File: config.mk
export PLATFORM = sky130hd
export DESIGN_NAME = set_bit_iterator_flat
export DESIGN_NICKNAME = d
export VERILOG_FILES = /design/src/rtl/set_bit_iterator_if.sv /design/src/rtl/set_bit_iterator.sv /design/src/flat_wrapper.sv
export SDC_FILE = /design/constraint.sdc
export NUM_CORES = 1
export LEC_CHECK = 0
export ABC_AREA = 1
export BUFFER_PORTS_ARGS = -buffer_cell sky130_fd_sc_hd__buf_2
export CAP_MARGIN = 30
export CORE_MARGIN = 2
export CORE_UTILIZATION = 41
export DETAILED_ROUTE_END_ITERATION = 6
export HOLD_SLACK_MARGIN = 0.12
export PLACE_DENSITY_LB_ADDON = 0.25
export SLEW_MARGIN = 5
export SYNTH_ARGS = -nofsm -noshare
export SYNTH_HDL_FRONTEND = slang
export SYNTH_SLANG_ARGS = --single-unit
File: constraint.sdc
create_clock -name clk_i -period 1.51 [get_ports clk_i]
set_input_delay 0.453 -clock clk_i [delete_from_list [all_inputs] [get_ports clk_i]]
set_output_delay 0.453 -clock clk_i [all_outputs]
set_load 0.01 [all_outputs]
File: src/rtl/set_bit_iterator_if.sv
// rtl/set_bit_iterator_if.sv - word-in / bit-out handshake bundle for set_bit_iterator
// slave is the iterator side; master is the producer/consumer side.
interface set_bit_iterator_if #(
  parameter int WORD_WIDTH  = 8,
  parameter int INDEX_WIDTH = 3
);
  logic                   word_in_valid;
  logic                   word_in_ready;
  logic [WORD_WIDTH-1:0]  word_in;
  logic                   bit_out_valid;
  logic                   bit_out_ready;
  logic [WORD_WIDTH-1:0]  bit_out_onehot;
  logic [INDEX_WIDTH-1:0] bit_out_index;
  logic                   bit_out_last;
  logic                   busy;

  modport slave (
    input  word_in_valid, word_in, bit_out_ready,
    output word_in_ready, bit_out_valid, bit_out_onehot, bit_out_index,
           bit_out_last, busy
  );

  modport master (
    output word_in_valid, word_in, bit_out_ready,
    input  word_in_ready, bit_out_valid, bit_out_onehot, bit_out_index,
           bit_out_last, busy
  );
endinterface

File: src/rtl/set_bit_iterator.sv
// rtl/set_bit_iterator.sv - emits the set bits of a word lowest-first, one per handshake
// Optional SET_BIT_ITERATOR_EMPTY_MARKER_EN turns an accepted zero word into a single empty last beat.
module set_bit_iterator #(
  parameter int WORD_WIDTH  = 8,
  parameter int INDEX_WIDTH = 3
) (
  input logic              clk_i,
  input logic              rst_n_i,
  set_bit_iterator_if.slave bus
);

  typedef enum logic {IDLE, ITER} state_t;

  state_t                 state_q;
  logic [WORD_WIDTH-1:0]  remaining_q;
  logic                   ready_q;
  logic                   valid_q;
  logic                   busy_q;
  logic [WORD_WIDTH-1:0]  onehot_q;
  logic [INDEX_WIDTH-1:0] index_q;
  logic                   last_q;

  logic [WORD_WIDTH-1:0]  remaining_d;

  function automatic logic [WORD_WIDTH-1:0] lowest_bit(input logic [WORD_WIDTH-1:0] w);
    return w & ~(w - WORD_WIDTH'(1));
  endfunction

  function automatic logic [INDEX_WIDTH-1:0] lowest_index(input logic [WORD_WIDTH-1:0] w);
    logic [INDEX_WIDTH-1:0] idx;
    idx = '0;
    for (int i = WORD_WIDTH - 1; i >= 0; i--) begin
      if (w[i]) idx = INDEX_WIDTH'(i);
    end
    return idx;
  endfunction

  function automatic logic is_last(input logic [WORD_WIDTH-1:0] w);
    return (w & (w - WORD_WIDTH'(1))) == '0;
  endfunction

  // Word left after the current beat is handed over.
  assign remaining_d = remaining_q & (remaining_q - WORD_WIDTH'(1));

  always_ff @(posedge clk_i or negedge rst_n_i) begin
    if (!rst_n_i) begin
      state_q     <= IDLE;
      remaining_q <= '0;
      ready_q     <= 1'b1;
      valid_q     <= 1'b0;
      busy_q      <= 1'b0;
      onehot_q    <= '0;
      index_q     <= '0;
      last_q      <= 1'b0;
    end else begin
      case (state_q)
        IDLE: begin
          if (bus.word_in_valid && ready_q) begin
            if (bus.word_in != '0) begin
              state_q     <= ITER;
              remaining_q <= bus.word_in;
              ready_q     <= 1'b0;
              valid_q     <= 1'b1;
              busy_q      <= 1'b1;
              onehot_q    <= lowest_bit(bus.word_in);
              index_q     <= lowest_index(bus.word_in);
              last_q      <= is_last(bus.word_in);
            end
`ifdef SET_BIT_ITERATOR_EMPTY_MARKER_EN
            else begin
              // Empty word still gets one marker beat so the consumer sees it.
              state_q     <= ITER;
              remaining_q <= '0;
              ready_q     <= 1'b0;
              valid_q     <= 1'b1;
              busy_q      <= 1'b1;
              onehot_q    <= '0;
              index_q     <= '0;
              last_q      <= 1'b1;
            end
`endif
          end
        end
        ITER: begin
          if (bus.bit_out_ready) begin
            if (last_q) begin
              state_q     <= IDLE;
              remaining_q <= '0;
              ready_q     <= 1'b1;
              valid_q     <= 1'b0;
              busy_q      <= 1'b0;
              onehot_q    <= '0;
              index_q     <= '0;
              last_q      <= 1'b0;
            end else begin
              remaining_q <= remaining_d;
              onehot_q    <= lowest_bit(remaining_d);
              index_q     <= lowest_index(remaining_d);
              last_q      <= is_last(remaining_d);
            end
          end
        end
        default: state_q <= IDLE;
      endcase
    end
  end

  assign bus.word_in_ready  = ready_q;
  assign bus.bit_out_valid  = valid_q;
  assign bus.busy           = busy_q;
  assign bus.bit_out_onehot = onehot_q;
  assign bus.bit_out_index  = index_q;
  assign bus.bit_out_last   = last_q;

endmodule

File: src/flat_wrapper.sv
// flat-port wrapper written by rule: the top's interface ports become plain ports
module set_bit_iterator_flat 
#(
  parameter int WORD_WIDTH  = 8,
  parameter int INDEX_WIDTH = 3
)
  (clk_i, rst_n_i, bus_word_in_valid, bus_word_in, bus_bit_out_ready, bus_word_in_ready, bus_bit_out_valid, bus_bit_out_onehot, bus_bit_out_index, bus_bit_out_last, bus_busy);
  set_bit_iterator_if #(.WORD_WIDTH(WORD_WIDTH), .INDEX_WIDTH(INDEX_WIDTH)) bus_i ();
  input logic clk_i;
  input logic rst_n_i;
  input wire logic [$bits(bus_i.word_in_valid)-1:0] bus_word_in_valid;
  input wire logic [$bits(bus_i.word_in)-1:0] bus_word_in;
  input wire logic [$bits(bus_i.bit_out_ready)-1:0] bus_bit_out_ready;
  output wire logic [$bits(bus_i.word_in_ready)-1:0] bus_word_in_ready;
  output wire logic [$bits(bus_i.bit_out_valid)-1:0] bus_bit_out_valid;
  output wire logic [$bits(bus_i.bit_out_onehot)-1:0] bus_bit_out_onehot;
  output wire logic [$bits(bus_i.bit_out_index)-1:0] bus_bit_out_index;
  output wire logic [$bits(bus_i.bit_out_last)-1:0] bus_bit_out_last;
  output wire logic [$bits(bus_i.busy)-1:0] bus_busy;
  assign bus_i.word_in_valid = bus_word_in_valid;
  assign bus_i.word_in = bus_word_in;
  assign bus_i.bit_out_ready = bus_bit_out_ready;
  assign bus_word_in_ready = bus_i.word_in_ready;
  assign bus_bit_out_valid = bus_i.bit_out_valid;
  assign bus_bit_out_onehot = bus_i.bit_out_onehot;
  assign bus_bit_out_index = bus_i.bit_out_index;
  assign bus_bit_out_last = bus_i.bit_out_last;
  assign bus_busy = bus_i.busy;
  set_bit_iterator #(.WORD_WIDTH(WORD_WIDTH), .INDEX_WIDTH(INDEX_WIDTH)) u_core (.clk_i(clk_i), .rst_n_i(rst_n_i), .bus(bus_i));
endmodule
# Word level (Yosys, flattened, before mapping)

Index checks and enable logic that the tools add are counted.

Add/sub/neg operators: 3
Multiply operators: 0
Div/mod/pow operators: 0
Order comparisons: 0
Eq/ne operators: 4
Shifts and indexed selects: 0
Mux-type cells: 51
Bitwise gates (word level): 8
Reduce and logical (&&, ||, !) cells: 6

Operators with widths:

| kind                | count |
|---|---|
| $mux 8              | 8 |
| $mux 3              | 20 |
| $and 8x8->8         | 5 |
| $pmux 8 s2          | 2 |
| $sub 8x1->8 const B | 3 |
| $logic_not 8->1     | 2 |
| $mux 1              | 16 |
| $not 8->8           | 2 |
| $pmux 1 s2          | 4 |
| $reduce_bool 8->1   | 1 |
| $pmux 3 s2          | 1 |
| $ne 2x1->1 const B  | 2 |
| $ne 2x2->1 const B  | 2 |
| $reduce_and 4->1    | 1 |
| $reduce_and 3->1    | 1 |
| $logic_and 1x1->1   | 1 |
| $not 1->1           | 1 |

Bits in registers: 23
Latch bits: 0
Bits in writable memories: 0
Memory bits (read-only): 0
Output and inout bits: 15
Word-level logic and storage cells: 79
Memories: 0

# Longest topological paths before layout

Gate-level depths: netlist of run 1.

Depth after elaboration: 13
Mapped depth: 10
Mapped depth without buffers: 10

# Worst setup path after synthesis of run 1

Ideal clock, no wire load.

Path type: input port to flip-flop
From: in bus_word_in[6]
To: reg u_core.remaining_q[3]
Library setup time: 0.125 ns
Arrival: 1.263 ns
Setup slack: 0.121 ns
Stages: 8
Buffers on the path: 1
Cell sequence: inv_1 -> nand2_1 -> nor2_2 -> a21o_4 -> nand2_4 -> buf_6 -> o21ai_0 -> o21ai_1

Longest elaborated chain between the ends: 3

Ends and longest elaborated chain:

| item                              | line                   | text |
|---|---|---|
| start, declared                   | flat_wrapper.sv:12     | `input wire logic [$bits(bus_i.word_in)-1:0] bus_word_in;` |
| $reduce_bool 8->1                 | set_bit_iterator.sv:59 | `if (bus.word_in != '0) begin` |
| $ne 2x1->1 (no source line)       | n/a                    |  |
| $reduce_and 3->1 (no source line) | n/a                    |  |
| end signal, assigned              | set_bit_iterator.sv:61 | `remaining_q <= bus.word_in;` |
| end signal, assigned              | set_bit_iterator.sv:96 | `remaining_q <= remaining_d;` |
| end, declared                     | set_bit_iterator.sv:15 | `logic [WORD_WIDTH-1:0] remaining_q;` |

No other way between the ends.
A chain may end at the register's enable or synchronous reset.

# Worst setup path in the final report of run 1

From: reg u_core.remaining_q[1]
To: reg u_core.index_q[2], in the netlist u_core.bus.bit_out_index[2]

Longest elaborated chain between the ends: 13

Ends and longest elaborated chain:

| item                  | line                   | text |
|---|---|---|
| $sub 8x1->8           | set_bit_iterator.sv:43 | `assign remaining_d = remaining_q & (remaining_q - WORD_WIDTH'(1));` |
| $and 8x8->8 *         | set_bit_iterator.sv:43 |  |
| $mux 3 (6 in a row)   | set_bit_iterator.sv:33 | `if (w[i]) idx = INDEX_WIDTH'(i);` |
| $mux 3 * (2 in a row) | set_bit_iterator.sv:33 |  |
| $mux 3 *              | set_bit_iterator.sv:86 | `if (last_q) begin` |
| $mux 3 *              | set_bit_iterator.sv:85 | `if (bus.bit_out_ready) begin` |
| $pmux 3 s2 *          | set_bit_iterator.sv:56 | `case (state_q)` |
| end signal, assigned  | set_bit_iterator.sv:66 | `index_q <= lowest_index(bus.word_in);` |
| end signal, assigned  | set_bit_iterator.sv:98 | `index_q <= lowest_index(remaining_d);` |
| end, declared         | set_bit_iterator.sv:20 | `logic [INDEX_WIDTH-1:0] index_q;` |

Every way passes the cells marked *; elsewhere a longest branch is shown, timed or not. The select of a mux whose other input is x is not followed.

==> out/metrics.yaml, run 1 <==
grt_util_all_layers_pct: 20.8
switching_share_pct: 22.2
die_width_um: 65.3
avgSynthCellArea_sq_um: 7.10
core_area_sq_mm: 0.00363
dpl-instance-area_sq_mm: 0.00192
whs_ns: 0.137
yosys-top-cells-area: "dfrtp_1 34%, nand2_1 12%, nor2_1 8.0%"
place_ws_ns: -0.137
dp_hpwl_um: 3200
intPower_uw: 989
clk_latency_ns: 0.27
violations: "setup timing"
post-synth-top-count-cell: "nand2_1"
layout.area.seq_sq_um: 554
cts_tree: "done"
rsz0062_at_grt: "true"
grt_pass1_vias: 1450
yosys_warnings: 0
period_minus_slack_ns: 1.52
worstSetupStartpointType: "flip-flop"
power.total_mw: 1.27
syn_to_final_growth_pct: 32.4
synth_fp_nets: 229
met3_usage_pct: 2.91
cts_sinks: 22
clk_pin_slew_ns: 0.09
fin_crit_sh_pct: 101
grt_max_degree: 23
die_area_sq_mm: 0.00427
dr.pass1.iters: 5
h-tree-depth: 1
place_congestion: 0.884
wl_um: 4110
worst_slack_ns: -0.00843
grt_use_met2_pct: 34.3
clockPowerShare_pct: 45.5
synth_top_area_share_pct: 34.1
synth_area_sq_mm: 0.00154
rows: 22
p_seq_share_pct: 46.3
ios: 27
grt_busiest_layer: "met2"
status: "complete, but fails checks"
gr-total-overflow: 0
routedWlPerCell_um: 12.8
final_area_sq_mm: 0.00204
worst_pin_slew_ns: 0.508
hold_violations: 0
numPortBuffers: 26
synthCells: 217
route.detailed.drc: 0
grt_first_pass_wirelength_um: 6710
max-cap-violations: 0
slew_violations: 0
drive_gt1_share_pct: 36.1
clock_path_buffers: 2
hp-class: "input pin to async pin"
start_util_pct: 42.4
antenna_left: 0
cts_inserted_buffers: 3
path_max_fanout: 5
ir_worst_vdd_uv: 416
path_class: "flip-flop to flip-flop"
cp.arrival_ns: 1.72
synth_largest_area_cell: "dfrtp_1"
cts_hold_buf: 0
nFillCells: 363
antenna_cells: 0
power.density_mw_per_mm2: 623
comb_power_share_pct: 8.2
synth_seq_cells: 22
async_reset_ff_share_pct: 100
nets: 287
clock_skew_ns: 0.00318
drt_iter0_drc: 52
cp.required_ns: 1.72
die_height_um: 65.3
synth_common_cells: "51 x nand2_1, 33 x nor2_1, 21 x dfrtp_1, 21 x inv_1, 16 x a21oi_1"
via_per_inst: 4.93
cts_root_buf: "clkbuf_8"
power.switching_uw: 282
dr_total_vias: 1589
maxSlewHeadroom_pct: 66.2
grtUsageMet1_pct: 27.6
cp-end-kind: "flip-flop"
synth_edf_count: 0
ys_types: 27
p_leak_nw: 1.13
fmax_mhz: 659
yosys_most_used_dff: "dfrtp_1"
seq_area_frac_synth_pct: 35.8
ff2ff_setup_slack_ns: -0.008
setup_viol: 1
multiInputGateArea_sq_um: 860
grt_antenna_before_repair: 0
[flip-flops by register name, indices dropped and copies added, names as in the netlist]
name / flops
u_core.bus.bit_out_onehot: 8
u_core.remaining_q: 7
u_core.bus.bit_out_index: 3
u_core.bus.bit_out_last: 1
u_core.bus.bit_out_valid: 1
u_core.bus.word_in_ready: 1
u_core.state_q: 1
[cells by family (layout without fill, tap and decap cells)]
family | Yosys count | in the layout | share of synthesized area [%]
AO/OA/AOI/OAI | 41 | 41 | 16.1
buffers and inverters | 32 | 89 | 10.7
flip-flops | 22 | 22 | 35.8
AND/OR/NAND/NOR | 122 | 122 | 37.4
[path summary, 6_finish.rpt]
path / from / to / cells past startpoint
min in group clk_i: bus_bit_out_ready / u_core.state_q / 4
worst min register to register: u_core.bus.bit_out_onehot[4] / u_core.bus.bit_out_onehot[4] / 2
worst min-delay path: rst_n_i / u_core.remaining_q[5] / 1
worst max-delay path: u_core.remaining_q[1] / u_core.bus.bit_out_index[2] / 7
worst max register to register: u_core.remaining_q[1] / u_core.bus.bit_out_index[2] / 7
max in group asynchronous: rst_n_i / u_core.remaining_q[1] / 1
[through the flow]
stage               util [%]  setup TNS, ns  std cells
finish                  56.2       -0.00843        322
detailed placement      52.8          -1.79        316
CTS                     54.7              0        320
global route            56.2         -0.109        322
floorplan                  -              0        217
global placement        52.8         -0.916        316
[worst max-delay path, stage by stage, from the launching register on]
cell and delay, ns:
dfrtp_2 0.47, nor2_4 0.19, nand2_2 0.12, a21oi_1 0.19
nand2_1 0.14, nor2_1 0.12, o21ai_1 0.09, a21oi_1 0.13
[power by group through the flow]
stage	clock (mW)	sequential, mW	combinational, mW
after global placement	0	0.600	0.105
after global routing	0.612	0.589	0.118
after floorplan	0	0.601	0.0393
final	0.579	0.589	0.104
after detailed placement	0	0.600	0.105
after CTS	0.593	0.589	0.105
[per-layer routing]
layer | vias to the layer above | wire length, um
li1 | 812 | -
met1 | 737 | 1860
met2 | 36 | 2000
met3 | 4 | 190
met4 | 0 | 54
met5 | - | 0
[layout by cell type (no fill, tap or decap), types with 2 or more instances in the layout]
cell	n
buf_2	26
inv_1	21
buf_4	34
nor2_2	6
nor2_4	4
a21oi_1	15
dfrtp_2	2
nand4_1	2
clkbuf_8	3
a21oi_2	3
o21ai_1	4
nor2_1	32
nand2_1	50
nand2_4	3
a31oi_1	3
dfrtp_1	19
o21ai_0	10
nor3_1	2
inv_2	3
nand3_1	14
nand2_2	7
o21ai_4	2
[repair_timing]
| action | in CTS | in global routing |
|---|---|---|
| gates cloned | 0 | 0 |
| setup endpoints to repair | 1 | 12 |
| pin swaps | 0 | 3 |
| setup buffers | 0 | 2 |
| resized for setup | 1 | 9 |
[area by class of cell]
type,instances,share of cell area (%)
clock inverter,1,1.47
sequential,22,27.2
clock buffer,3,2.02
timing repair buffer,61,19.9
multi-input combinational,163,42.1
tap,48,2.94
inverter,24,4.41
(Power assumes the default switching activity.)
==> run 2: changes to the inputs <==
--- a/config.mk
+++ b/config.mk
@@ -8,7 +8,7 @@
 export ABC_AREA = 1
 export BUFFER_PORTS_ARGS = -buffer_cell sky130_fd_sc_hd__buf_2
 export CAP_MARGIN = 30
-export CORE_MARGIN = 2
+export CORE_MARGIN = 8
 export CORE_UTILIZATION = 41
 export DETAILED_ROUTE_END_ITERATION = 6
 export HOLD_SLACK_MARGIN = 0.12
==> constraint.sdc (replaced) <==
create_clock -name clk_i -period 1.87 [get_ports clk_i]
set_input_delay 0.561 -clock clk_i [delete_from_list [all_inputs] [get_ports clk_i]]
set_output_delay 0.561 -clock clk_i [all_outputs]
set_load 0.01 [all_outputs]
==> run 2 against run 1 <==
  * The run now ends clean
  * Clock power down 41%
  * Flip-flop and latch count unchanged
  * Sequential share of layout area up 4.2 points
  * Core utilization down 7.8 points
  * Combinational power down 36%
  * Sequential power down 19%
  * Global-route usage down 7.4 points
  * Non-clock buffer count down 29
  * Largest cell class unchanged
==> out/metrics.yaml, run 2 (synthesis results as in run 1) <==
status: "finished, final reports clean"
dr.pass1.iters: 5  # unchanged
die_height_um: 77.3  # +18%
via_per_inst: 4.91  # -0.48%
path_delay_family: "flip-flops"
whs_ns: 0.259  # +0.123 ns
wl_met3_um: 128  # -33%
syn_to_final_growth_pct: 14.0
setup_viol: 0  # -1
numPortBuffers: 26  # unchanged
fmax_mhz: 647
wl_um: 3900  # -5.2%
slew_violations: 0  # unchanged
hold_violations: 0  # unchanged
cts_sinks: 22  # unchanged
clock_skew_ns: 0.00292  # -0.000264 ns
antenna_cells: 0  # unchanged
ir_worst_vdd_uv: 299  # -28%
fin_crit_sh_pct: 82.6
path_class: "flip-flop to output port"
rsz0062_at_grt: "false"
met2_length_um: 1820  # -9.3%
grt_first_pass_wirelength_um: 6610  # -1.4%
cp-end-kind: "output port"
p_leak_nw: 0.979  # -13%
maxSlewHeadroom_pct: 66.5  # +0.33 points
cp.arrival_ns: 0.98  # -0.74 ns
max-cap-violations: 0  # unchanged
finalSetupTns_ns: 0  # +0.00843 ns
clock_path_buffers: 2  # unchanged
cts_hold_buf: 0  # unchanged
r2r_cells: 6  # -1
hp-class: "input pin to async pin"
cts_inserted_buffers: 3  # unchanged
grt_pass1_vias: 1366  # -5.8%
power.total_uw: 886  # -30%
dr_total_vias: 1439  # -9.4%
worst_pin_slew_ns: 0.503  # -0.00490 ns
clk_pin_slew_ns: 0.08  # about the same
routedWlPerCell_um: 13.3  # +4.2%
h-tree-depth: 1  # unchanged
route.detailed.drc: 0  # unchanged
drt_iter0_drc: 108  # +110%
wl_met1_um: 1900  # +2.1%
grt_util_all_layers_pct: 13.4  # -7.4 points
gr-total-overflow: 0  # unchanged
place_ws_ns: 0.0752  # +0.212 ns
start_util_pct: 42.4  # unchanged
worstSetupStartpointType: "flip-flop"
path_depth: 1  # -6
grt_antenna_before_repair: 0  # unchanged
cts_tree: "done"
largest_register_ffs: 8  # unchanged
die_width_um: 77.3  # +18%
power.density_mw_per_mm2: 505  # -19%
drive_gt1_share_pct: 26.5  # -9.6 points
final_common_cell: "nand2_1"
ios: 27  # unchanged
cts_setup_buffers: 0  # unchanged
rows: 22  # unchanged
cts_resized: 0  # -1
core_area_sq_mm: 0.00363  # unchanged
cp_slowest_cell: "dfrtp_1"
nets: 258  # -10%
cp.required_ns: 1.31  # -0.41 ns
cts_root_buf: "clkbuf_8"
highest_layer: "met4"
grt_max_degree: 26  # +13%
antenna_left: 0  # unchanged
mostFrequentLayoutCells: "51 x nand2_1, 33 x nor2_1, 26 x buf_2"
worst_slack_ns: 0.325  # +0.334 ns
path_cells: "buf_2"
period_minus_slack_ns: 1.54
dp_hpwl_um: 3130  # -2.1%
path_max_fanout: 4  # -1
die_area_sq_mm: 0.00598  # +40%
place_congestion: 0.900  # +1.8%
clk_latency_ns: 0.26  # about the same
critPathBufInv: 1  # +1
critPathMaxStageDelay_ns: 0.53  # +0.06 ns
-- run 2: cell types whose count changed in the layout (fill, tap and decap cells not counted), sizes merged --
| cell | change |
|---|---|
| buf | -29 |
| clkbuf | +1 |
| bufinv | -1 |
-- run 2: final cells by class --
class	instances	area [sq um]
inverter	24	90.1
clock buffer	4	55.1
sequential	22	552
timing repair buffer	32	175
fill	409	1880
multi-input combinational	163	825
tap	48	60.1
-- run 2: routing by layer --
| layer | global-route usage (%) | up-vias |
|---|---|---|
| met3 | 2.33 | 6 |
| met5 | 0 | - |
| met2 | 21.7 | 34 |
| li1 | - | 749 |
| met1 | 17.7 | 650 |
| met4 | 3.96 | 0 |
-- run 2: final timing paths --
| kind | startpoint | end | slack [ns] |
|---|---|---|---|
| max | u_core.bus.bit_out_last | bus_bit_out_last | 0.33 |
| max reg2reg | u_core.bus.word_in_ready | u_core.bus.bit_out_index[0] | 0.34 |
| min reg2reg | u_core.bus.word_in_ready | u_core.bus.word_in_ready | 0.49 |
| min | rst_n_i | u_core.bus.bit_out_onehot[4] | 0.26 |
| min in group clk_i | u_core.bus.word_in_ready | u_core.bus.word_in_ready | 0.49 |
| max in group asynchronous | rst_n_i | u_core.bus.word_in_ready | 1.25 |
-- run 2: where the power goes --
part	switching, mW	internal [mW]	total [mW]
sequential	0	0.475	0.475
combinational	0.0447	0.0222	0.0669
clock	0.157	0.188	0.344
-- run 2: through the flow --
stage / instance area (sq um) / cells / util, %
2_1_floorplan: 1540 / 217 / -
3_3_place_gp: 1700 / 289 / 46.8
3_5_place_dp: 1700 / 289 / 46.8
4_1_cts: 1760 / 293 / 48.3
5_1_grt: 1760 / 293 / 48.3
6_report: 1760 / 293 / 48.3
==> run 3: changes to the inputs <==
==> constraint.sdc (replaced) <==
create_clock -name clk_i -period 1.61 [get_ports clk_i]
set_input_delay 0.483 -clock clk_i [delete_from_list [all_inputs] [get_ports clk_i]]
set_output_delay 0.483 -clock clk_i [all_outputs]
set_load 0.01 [all_outputs]
==> run 3 against run 2 <==
  * Combinational power is 42% higher
  * Largest cell class unchanged
  * Final area is 5.8% higher
  * Via count is 3.3% higher
==> out/metrics.yaml, run 3 (synthesis results as in run 1) <==
grt_max_degree: 26  # unchanged
maxSlewHeadroom_pct: 66.7  # +0.20 points
r2r_cells: 7  # +1
dr.pass1.iters: 4  # -1
path_max_fanout: 7  # +3
critPathMaxStageDelay_ns: 0.48  # -0.05 ns
nets: 270  # +4.7%
slew_violations: 0  # unchanged
wl_um: 3890  # -0.28%
worst_slack_ns: 0.0705  # -0.255 ns
path_depth: 7  # +6
via_per_inst: 4.88  # -0.73%
clock_skew_ns: 0.00208  # -0.000841 ns
cp.arrival_ns: 1.73  # +0.75 ns
h-tree-depth: 1  # unchanged
grt_antenna_before_repair: 0  # unchanged
path_cells: "nor2_4 -> nand2_2 -> o21ai_4 -> nand2_1 -> nand2_1 -> nand3_1 -> a21oi_1"
place_ws_ns: -0.0592  # -0.134 ns
cts_sinks: 22  # unchanged
grt_first_pass_wirelength_um: 6490  # -1.8%
final_util_pct: 51.2  # +2.8 points
grt_pass1_vias: 1440  # +5.4%
cp-end-kind: "flip-flop"
gr-total-overflow: 0  # unchanged
hold_violations: 0  # unchanged
drt_iter0_drc: 87  # -19%
start_util_pct: 42.4  # unchanged
max-cap-violations: 0  # unchanged
cts_root_buf: "clkbuf_8"
clk_latency_ns: 0.26  # about the same
fin_crit_sh_pct: 95.6
power.density_mw_per_mm2: 564  # +12%
r2r_start: "u_core.remaining_q[1]"
final_area_sq_mm: 0.00186  # +5.8%
rsz0062_at_grt: "false"
cts_inserted_buffers: 3  # unchanged
worst_pin_slew_ns: 0.500  # -0.00305 ns
ir_worst_vdd_uv: 561  # +88%
routedWlPerCell_um: 12.8  # -4.2%
die_height_um: 77.3  # unchanged
cp_slowest_cell: "dfrtp_1"
critPathCapture: "u_core.bus.bit_out_last"
dp_hpwl_um: 3160  # +0.98%
mostFrequentLayoutCells: "51 x nand2_1, 32 x nor2_1, 26 x buf_2"
status: "finished, final reports clean"
finalSetupTns_ns: 0  # unchanged
rows: 22  # unchanged
crit_start: "u_core.remaining_q[1]"
final_common_cell: "nand2_1"
clock_path_buffers: 2  # unchanged
whs_ns: 0.177  # -0.0826 ns
die_area_sq_mm: 0.00598  # unchanged
setup_viol: 0  # unchanged
grt_util_all_layers_pct: 12.9  # -0.48 points
largest_register_ffs: 8  # unchanged
core_area_sq_mm: 0.00363  # unchanged
r2r-end: "u_core.bus.bit_out_last"
dr_total_vias: 1487  # +3.3%
period_minus_slack_ns: 1.54
place_congestion: 0.869  # -3.5%
dpl-instance-area_sq_mm: 0.00179  # +5.3%
ff2ff_setup_slack_ns: 0.07  # -0.27 ns
path_class: "flip-flop to flip-flop"
worstSetupStartpointType: "flip-flop"
cp.required_ns: 1.80  # +0.49 ns
ios: 27  # unchanged
cts_hold_buf: 0  # unchanged
antenna_cells: 0  # unchanged
numPortBuffers: 26  # unchanged
hp-class: "input pin to async pin"
p_leak_nw: 1.03  # +5.7%
clk_pin_slew_ns: 0.08  # about the same
drive_gt1_share_pct: 30.7  # +4.2 points
fmax_mhz: 650
syn_to_final_growth_pct: 20.6
path_delay_family: "simple AND/OR/NAND/NOR gates"
die_width_um: 77.3  # unchanged
antenna_left: 0  # unchanged
cpMostUsedCell: "nand2_1"
critPathBufInv: 0  # -1
cts_tree: "done"
route.detailed.drc: 0  # unchanged
## run 3: area by class of cell
class / instances / area, sq um
flip-flops and latches: 22 / 553
repair buffers: 44 / 265
clock buffers: 4 / 55.1
inverters: 24 / 90.1
well taps: 48 / 60.1
fillers: 381 / 1770
multi-input cells: 163 / 836
## run 3: timing repair
action	in CTS	in global routing
gates resized for setup	0	4
endpoints found under the setup margin	0	5
setup buffers	0	0
## run 3: stage by stage
stage	std cells	power, mW
after floorplan	217	0.600
after global placement	301	0.660
after detailed placement	301	0.659
after CTS	305	1.07
after global routing	305	1.09
final	305	1.05
## run 3: how the worst min path moves through the flow
| stage | startpoint | endpoint | slack, ns | cells after the start |
|---|---|---|---|---|
| after floorplan | rst_n_i | u_core.bus.bit_out_index[0] | 0.19 | 0 |
| after global placement | u_core.bus.bit_out_onehot[4] | u_core.bus.bit_out_onehot[4] | 0.46 | 2 |
| after detailed placement | u_core.bus.bit_out_onehot[4] | u_core.bus.bit_out_onehot[4] | 0.47 | 2 |
| after CTS | rst_n_i | u_core.bus.bit_out_onehot[3] | 0.19 | 1 |
| after global routing | rst_n_i | u_core.remaining_q[5] | 0.22 | 1 |
| final | rst_n_i | u_core.remaining_q[2] | 0.18 | 1 |
## run 3: per-layer routing
layer | track usage, % | vias to the layer above | wire, um
met1 | 15.3 | 676 | 1790
met2 | 22.5 | 37 | 1890
met3 | 3.85 | 2 | 194
met4 | 2.45 | 0 | 15
li1 | - | 772 | -
met5 | 0 | - | 0
## run 3: power by group
group | internal, mW | switching [mW]
combinational | 0.0403 | 0.0545
sequential | 0.552 | 0
clock | 0.218 | 0.183
total | 0.810 | 0.238
## run 3: worst reg2reg max path: stages (launching register included)
cell and delay [ns]:
dfrtp_1 0.48, nor2_4 0.16, nand2_2 0.12, o21ai_4 0.24, nand2_1 0.11, nand2_1 0.10, nand3_1 0.11, a21oi_1 0.16
